$ cat src/rtl/rst_seq_ctrl_if.sv
// Reset sequencer bus: PLL lock / soft-reset requests in, per-block resets and status out.
interface rst_seq_ctrl_if;
  logic       pll_locked;
  logic       soft_rst_req;
  logic       phy_rst_n;
  logic       mac_rst_n;
  logic       udp_rst_n;
  logic       init_done;
  logic [2:0] seq_state;

  modport master (
    output pll_locked,
    output soft_rst_req,
    input  phy_rst_n,
    input  mac_rst_n,
    input  udp_rst_n,
    input  init_done,
    input  seq_state
  );

  modport slave (
    input  pll_locked,
    input  soft_rst_req,
    output phy_rst_n,
    output mac_rst_n,
    output udp_rst_n,
    output init_done,
    output seq_state
  );
endinterface

$ cat src/rtl/rst_seq_ctrl.sv
// Power-up / soft reset sequencer for the UDP/IP stack.
// Waits for a stable PLL lock, then releases PHY, MAC and UDP resets in order
// with programmable gaps. A soft reset re-runs MAC/UDP release with PHY kept up.
module rst_seq_ctrl #(
  parameter int unsigned LOCK_CYC     = 16,
  parameter int unsigned PHY_RST_CYC  = 1000,
  parameter int unsigned PHY_WAIT_CYC = 500,
  parameter int unsigned MAC_WAIT_CYC = 64,
  parameter int unsigned CNT_W        = 16
) (
  input  logic          clk,
  input  logic          rst_n,
  rst_seq_ctrl_if.slave bus
);

  typedef enum logic [2:0] {
    IDLE     = 3'd0,
    PHY_HOLD = 3'd1,
    PHY_WAIT = 3'd2,
    MAC_WAIT = 3'd3,
    RUN      = 3'd4
  } state_t;

  // Terminal counts; the shared counter only ever compares for equality.
  localparam logic [CNT_W-1:0] LOCK_LAST     = CNT_W'(LOCK_CYC - 1);
  localparam logic [CNT_W-1:0] PHY_RST_LAST  = CNT_W'(PHY_RST_CYC - 1);
  localparam logic [CNT_W-1:0] PHY_WAIT_LAST = CNT_W'(PHY_WAIT_CYC - 1);
  localparam logic [CNT_W-1:0] MAC_WAIT_LAST = CNT_W'(MAC_WAIT_CYC - 1);
  localparam logic [CNT_W-1:0] CNT_ONE       = CNT_W'(1);

  state_t           state_q, state_d;
  logic [CNT_W-1:0] cnt_q, cnt_d;
  logic             phy_q, phy_d;
  logic             mac_q, mac_d;
  logic             udp_q, udp_d;
  logic             done_q, done_d;

  // State, counter and registered reset outputs.
  always_ff @(posedge clk) begin
    if (!rst_n) begin
      state_q <= IDLE;
      cnt_q   <= '0;
      phy_q   <= 1'b0;
      mac_q   <= 1'b0;
      udp_q   <= 1'b0;
      done_q  <= 1'b0;
    end else begin
      state_q <= state_d;
      cnt_q   <= cnt_d;
      phy_q   <= phy_d;
      mac_q   <= mac_d;
      udp_q   <= udp_d;
      done_q  <= done_d;
    end
  end

  // Next state: lock loss beats soft reset, which beats normal counting.
  always_comb begin
    state_d = state_q;
    cnt_d   = cnt_q;
    phy_d   = phy_q;
    mac_d   = mac_q;
    udp_d   = udp_q;
    done_d  = done_q;

    if (state_q != IDLE && !bus.pll_locked) begin
      // All resets reassert together in one edge.
      state_d = IDLE;
      cnt_d   = '0;
      phy_d   = 1'b0;
      mac_d   = 1'b0;
      udp_d   = 1'b0;
      done_d  = 1'b0;
    end else if (state_q == RUN && bus.soft_rst_req) begin
      // PHY stays out of reset; resume sequencing at the MAC release gap.
      state_d = PHY_WAIT;
      cnt_d   = '0;
      mac_d   = 1'b0;
      udp_d   = 1'b0;
      done_d  = 1'b0;
    end else begin
      case (state_q)
        IDLE: begin
          phy_d  = 1'b0;
          mac_d  = 1'b0;
          udp_d  = 1'b0;
          done_d = 1'b0;
          if (!bus.pll_locked) begin
            cnt_d = '0;
          end else if (cnt_q == LOCK_LAST) begin
            state_d = PHY_HOLD;
            cnt_d   = '0;
          end else begin
            cnt_d = cnt_q + CNT_ONE;
          end
        end
        PHY_HOLD: begin
          phy_d = 1'b0;
          if (cnt_q == PHY_RST_LAST) begin
            phy_d   = 1'b1;
            cnt_d   = '0;
            state_d = PHY_WAIT;
          end else begin
            cnt_d = cnt_q + CNT_ONE;
          end
        end
        PHY_WAIT: begin
          if (cnt_q == PHY_WAIT_LAST) begin
            mac_d   = 1'b1;
            cnt_d   = '0;
            state_d = MAC_WAIT;
          end else begin
            cnt_d = cnt_q + CNT_ONE;
          end
        end
        MAC_WAIT: begin
          if (cnt_q == MAC_WAIT_LAST) begin
            udp_d   = 1'b1;
            done_d  = 1'b1;
            cnt_d   = '0;
            state_d = RUN;
          end else begin
            cnt_d = cnt_q + CNT_ONE;
          end
        end
        RUN: begin
          cnt_d = '0;
        end
        default: begin
          // Encodings 5-7 are unreachable in normal operation; recover safely.
          state_d = IDLE;
          cnt_d   = '0;
          phy_d   = 1'b0;
          mac_d   = 1'b0;
          udp_d   = 1'b0;
          done_d  = 1'b0;
        end
      endcase
    end
  end

  assign bus.phy_rst_n = phy_q;
  assign bus.mac_rst_n = mac_q;
  assign bus.udp_rst_n = udp_q;
  assign bus.init_done = done_q;
  assign bus.seq_state = state_q;

endmodule

$ cat src/flat_wrapper.sv
// flat-port wrapper written by rule: the top's interface ports become plain ports
module rst_seq_ctrl_flat 
#(
  parameter int unsigned LOCK_CYC     = 16,
  parameter int unsigned PHY_RST_CYC  = 1000,
  parameter int unsigned PHY_WAIT_CYC = 500,
  parameter int unsigned MAC_WAIT_CYC = 64,
  parameter int unsigned CNT_W        = 16
)
  (clk, rst_n, bus_pll_locked, bus_soft_rst_req, bus_phy_rst_n, bus_mac_rst_n, bus_udp_rst_n, bus_init_done, bus_seq_state);
  rst_seq_ctrl_if bus_i ();
  input  logic clk;
  input  logic rst_n;
  input wire logic [$bits(bus_i.pll_locked)-1:0] bus_pll_locked;
  input wire logic [$bits(bus_i.soft_rst_req)-1:0] bus_soft_rst_req;
  output wire logic [$bits(bus_i.phy_rst_n)-1:0] bus_phy_rst_n;
  output wire logic [$bits(bus_i.mac_rst_n)-1:0] bus_mac_rst_n;
  output wire logic [$bits(bus_i.udp_rst_n)-1:0] bus_udp_rst_n;
  output wire logic [$bits(bus_i.init_done)-1:0] bus_init_done;
  output wire logic [$bits(bus_i.seq_state)-1:0] bus_seq_state;
  assign bus_i.pll_locked = bus_pll_locked;
  assign bus_i.soft_rst_req = bus_soft_rst_req;
  assign bus_phy_rst_n = bus_i.phy_rst_n;
  assign bus_mac_rst_n = bus_i.mac_rst_n;
  assign bus_udp_rst_n = bus_i.udp_rst_n;
  assign bus_init_done = bus_i.init_done;
  assign bus_seq_state = bus_i.seq_state;
  rst_seq_ctrl #(.LOCK_CYC(LOCK_CYC), .PHY_RST_CYC(PHY_RST_CYC), .PHY_WAIT_CYC(PHY_WAIT_CYC), .MAC_WAIT_CYC(MAC_WAIT_CYC), .CNT_W(CNT_W)) u_core (.clk(clk), .rst_n(rst_n), .bus(bus_i));
endmodule
$ cat config.mk
export PLATFORM = sky130hd
export DESIGN_NAME = rst_seq_ctrl_flat
export DESIGN_NICKNAME = d
export VERILOG_FILES = /design/src/rtl/rst_seq_ctrl_if.sv /design/src/rtl/rst_seq_ctrl.sv /design/src/flat_wrapper.sv
export SDC_FILE = /design/constraint.sdc
export NUM_CORES = 1
export LEC_CHECK = 0
export ABC_AREA = 1
export BUFFER_PORTS_ARGS = -buffer_cell sky130_fd_sc_hd__buf_2
export CAP_MARGIN = 20
export CORE_MARGIN = 3
export CORE_UTILIZATION = 60
export DETAILED_ROUTE_END_ITERATION = 16
export GPL_ROUTABILITY_DRIVEN = 0
export PLACE_DENSITY_LB_ADDON = 0.15
export SKIP_LAST_GASP = 1
export SYNTH_ARGS = -nofsm -noshare
export SYNTH_HDL_FRONTEND = slang
export SYNTH_SLANG_ARGS = --single-unit
$ cat constraint.sdc
create_clock -name clk -period 4.9 [get_ports clk]
set_input_delay 0.98 -clock clk [delete_from_list [all_inputs] [get_ports clk]]
set_output_delay 0.98 -clock clk [all_outputs]
set_load 0.02 [all_outputs]
; Yosys cells after proc, flatten, opt, wreduce, memory -nomap -nowiden
; Cells that the tools add are included.
[word_totals]
out_inout_bits = 7
regBits = 22
wordCells = 66
mem_count = 0
latch_bits = 0
rom_bits = 0
ramBits = 0
[op_classes]
div_mod_pow = 0
mux = 19
add_sub_neg = 1
n_eq_ne = 19
multipliers = 0
n_lt_le_gt_ge = 0
n_reduce_logical = 15
bitwise = 6
n_shift = 0
[ops]
columns = operator, count
row1 = 2-to-1 mux 16 bit, 5
row2 = one-hot mux 16 bit (4 select lines), 1
row3 = "adder 16 x 1 -> 16 bit, second input constant", 1
row4 = "equality test 16 x 10 -> 1 bit, second input constant", 1
row5 = "equality test 16 x 4 -> 1 bit, second input constant", 1
row6 = "equality test 16 x 6 -> 1 bit, second input constant", 1
row7 = "equality test 16 x 9 -> 1 bit, second input constant", 1
row8 = 2-to-1 mux 3 bit, 5
row9 = one-hot mux 3 bit (5 select lines), 1
row10 = "inequality test 3 x 1 -> 1 bit, second input constant", 4
row11 = AND reduction 6 bit, 2
row12 = OR reduction 3 bit, 4
row13 = "inequality test 2 x 1 -> 1 bit, second input constant", 4
row14 = "equality test 3 x 2 -> 1 bit, second input constant", 2
row15 = inverter 1 bit, 6
row16 = one-hot mux 1 bit (2 select lines), 3
row17 = AND reduction 2 bit, 3
row18 = "inequality test 2 bit, second input constant", 2
row19 = "equality test 3 x 1 -> 1 bit, second input constant", 1
row20 = "equality test 3 bit, second input constant", 1
row21 = logical NOT 3 bit, 1
row22 = 2-to-1 mux 1 bit, 3
row23 = "inequality test 3 x 2 -> 1 bit, second input constant", 1
row24 = nonzero test 3 bit, 1
row25 = other kinds (4), 5

; Depth between registers and ports, before layout
[depth]
ltp_word = 5
mapped_depth = 12

; Worst setup path after synthesis
; Ideal clock, no wire load.
[synth_timing]
kind = in2reg
startpoint = input port bus_pll_locked
endpoint = register u_core.cnt_q[6]
n_path_buf = 1
arrival_time_ns = 1.680
slack_ns = 3.158
path_stages = 6
setup_ns = 0.062
path_cell_list = o21a_2 > inv_1 > nor2_1 > nand2_4 > buf_12 > nor2_2
[synth_between]
elab_chain_cells = 3
elab_cells_between_ends = 5
classes_between = mux: 2 / reduce/logical: 3
[synth_lines]
columns = element, line
row1 = start: declaration, flat_wrapper.sv:14  ; input wire logic [$bits(bus_i.pll_locked)-1:0] bus_pll_locked;
row2 = branches (longest 3 deep; another with 2-to-1 mux 16 bit), --
row3 = end signal: assignment, rst_seq_ctrl.sv:49  ; cnt_q <= cnt_d;
row4 = end: declaration, rst_seq_ctrl.sv:32  ; logic [CNT_W-1:0] cnt_q, cnt_d;
; Parallel ways; which one is timed is not known.
; A chain may end at the register's enable or synchronous reset.

; Worst setup path after layout
[layout_timing]
startpoint = register u_core.state_q[1] (netlist: u_core.bus.seq_state[1])
endpoint = output port bus_seq_state[1]
[layout_lines]
columns = element, line
row1 = start: declaration, rst_seq_ctrl.sv:31  ; state_t state_q, state_d;
row2 = start signal: assignment, rst_seq_ctrl.sv:48  ; state_q <= state_d;
row3 = end: declaration, flat_wrapper.sv:20  ; output wire logic [$bits(bus_i.seq_state)-1:0] bus_seq_state;
; No word-level cell between the ends.

==> impl_metrics.tcl <==
set metrics [dict create \
    ys_ff_latch 22 \
    drv_slew 0 \
    final_antenna_net_count 0 \
    via_per_inst 5.26 \
    ir_drop_v 0.000280 \
    start_util_pct 68.1 \
    vias 1147 \
    min_period_over_period_pct 41.5 \
    fin_ws_ns 2.87 \
    rsz0062_at_grt "false" \
    yosys.area.top_type_share_pct 34.8 \
    skew_ns 0.00879 \
    dp_hpwl_um 2010 \
    status "finished, final reports clean" \
    final_nets 199 \
    total_power_uw 504 \
    grt_start_max_net_pins 15 \
    critPathRequiredTime_ns 3.92 \
    area_growth_pct 8.41 \
    cts_tree "yes" \
    syn_avg_cell_area_um2 6.99 \
    setup_viol 0 \
    route.detailed.drc 0 \
    io_pins 11 \
    syn_nets 186 \
    cp_cell_sequence "buf_2" \
    min_period_ns 2.03 \
    p_per_area_nw_per_um2 368 \
    setup_tns_ns 0 \
    yosysUniqueCellTypes 27 \
    critPathKind "reg2out" \
    p_leak_uw 0.000634 \
    synthTopCellsByArea "dfxtp_1 35%, nand2_1 10%, nor2_1 9.5%" \
    critical-path-top-delay-family "flip-flops" \
    route.detailed.wl_per_inst_um 11.7 \
    diodes 0 \
    route.final.wire_length_um 2540 \
    layout-drive-gt1-share_pct 22.3 \
    rr_worst_depth 11 \
    max_stage_delay_ns 0.51 \
    core_um2 1860 \
    holdWs_ns 0.475 \
    seq_area_um2 440 \
    port_buffers 10 \
    cts_resized 0 \
    yosys_warnings 0 \
    drt_iter0_markers 35 \
    num_rows 15 \
    grt_pass1_wl_um 4400 \
    die_area_um2 2700 \
    multi_input_area_um2 701 \
    path_max_fanout 6 \
    cts_root_buf "clkbuf_4" \
    reg2reg_to "u_core.bus.seq_state[2]$_SDFFE_PP0P_" \
    drt-pass1-iter-count 4 \
    cp_num_cells 1 \
    clkLatencyLatePin_ns 0.32 \
    fmax_mhz 492 \
    die_y_um 51.9 \
    critPathCapture "bus_seq_state[1]" \
    pre_cts_slack_ns 2.95 \
    antenna_found_initial 0 \
    grt-ovfl-total 0 \
    crit_buf_inv 1 \
    post-place-cells 214 \
    finalHoldViolations 0 \
    synthCells 181 \
    hold_class "reg2reg" \
    cp_slowest_cell "dfxtp_1" \
    htreeDepth 1 \
    r2r-start "u_core.cnt_q[0]$_SDFF_PP0_" \
    nFillCells 149 \
    synth_top_area_cell "dfxtp_1" \
    crit_arrival_ns 1.05 \
    grt_pass1_vias 1047 \
    ys_seq_area_share_pct 34.8 \
    die_w_um 51.9 \
    worstSetupEndpointType "output pin" \
    mappedNetlistArea_um2 1260 \
    track_usage_pct 22.2 \
    worst_pin_slew_ns 0.338 \
    post_cts_buffers 0 \
    cap_violations 0 \
    crit_start "u_core.bus.seq_state[1]$_SDFFE_PP0P_" \
    numCtsBuffers 3 \
    cts_sinks 22 \
    clock_path_buffers 2 \
    relSlewSlack_pct 77.3 \
    worst_setup_path_start_kind "flop" \
    cts.clk_slew.worst_paths_ns 0.12 \
    holdBufCountCts 0 \
    fin_cells 218 \
    reg2reg_slack_ns 3.14 \
]
cell usage after synthesis, drive strengths merged:
library cell,instances
o31ai,1
nand2,41
or2,2
a31o,1
o22ai,1
buf,2
nor3,1
nand3,14
o21ai,1
o21a,1
a21oi,7
xor2,9
ha,1
nand4,5
inv,25
dfxtp,22
nor2,46
nand3b,1
cells in the final DEF (no fill, tap or decap), types with 2 or more instances in the layout:
cell	netlist	final
clkbuf_4	0	3
nand2_2	6	6
dfxtp_1	22	22
xor2_1	9	9
nor2_1	32	32
nor2_4	2	2
nand3_1	12	12
a21oi_1	7	7
nor2_2	12	12
or2_2	2	2
nand2_1	34	34
inv_1	23	23
nand4_1	5	5
buf_2	0	10
worst min-delay path by stage:
stage / start / to / depth (start not counted)
after floorplan: u_core.cnt_q[0]$_SDFF_PP0_ / u_core.cnt_q[0]$_SDFF_PP0_ / 1
after global placement: u_core.bus.mac_rst_n$_SDFFE_PP0P_ / u_core.bus.mac_rst_n$_SDFFE_PP0P_ / 2
after detailed placement: u_core.bus.phy_rst_n$_SDFFE_PP0P_ / u_core.bus.phy_rst_n$_SDFFE_PP0P_ / 2
after CTS: u_core.bus.phy_rst_n$_SDFFE_PP0P_ / u_core.bus.phy_rst_n$_SDFFE_PP0P_ / 2
after global routing: u_core.bus.mac_rst_n$_SDFFE_PP0P_ / u_core.bus.mac_rst_n$_SDFFE_PP0P_ / 2
final: u_core.bus.phy_rst_n$_SDFFE_PP0P_ / u_core.bus.phy_rst_n$_SDFFE_PP0P_ / 2
metrics by stage:
stage	instance area [um^2]	util, %
after global placement	1320	71.0
after global routing	1370	73.8
after CTS	1370	73.8
final	1370	73.8
after floorplan	1260	-
after detailed placement	1320	71.0
worst register-to-register path: cells and delay by family, from the launching register on:
family,cells,cell delay [ns]
and+or+nand+nor,8,0.81
buffers and inverters,1,0.08
DFF,1,0.42
AOI/OAI and AO/OA,1,0.15
adders and majority gates,1,0.25
state kept, by name, indices dropped and copies added, names as in the netlist:
name	flops
u_core.bus.seq_state	3
u_core.bus.mac_rst_n	1
u_core.bus.phy_rst_n	1
u_core.cnt_q	16
u_core.bus.init_done	1
layer usage:
metal  vias to the layer above  global-route usage (%)  share of wire (%)  wire length [um]
li1                        589                       -                  -                 -
met1                       527                    26.7                 46              1170
met2                        26                    36.4                 47              1180
met3                         5                    6.88                5.7               146
met4                         0                    9.17                1.4                36
met5                         -                       0                  0                 0
report_power, final:
group	internal, uW	total (uW)	switching, uW
Combinational	51.0	157	106
Clock	82.9	140	57.1
Sequential	191	208	16.1
cell families after synthesis:
family | after synthesis | share of synthesized area, %
AOI/OAI and AO/OA | 12 | 5.64
and+or+nand+nor | 110 | 42.5
DFF | 22 | 34.8
xor gates and xnor gates | 9 | 6.23
adders and majority gates | 1 | 0.989
buffers and inverters | 27 | 9.79
area by class of cell:
type / instances / share of cell area (%)
flip-flops and latches: 22 / 32.1
inverters: 25 / 7.03
repair buffers: 10 / 3.65
well taps: 25 / 2.28
clock buffers: 3 / 1.64
clock inverters: 1 / 2.19
multi-input cells: 132 / 51.1
Power figures use the tool's default switching activity.
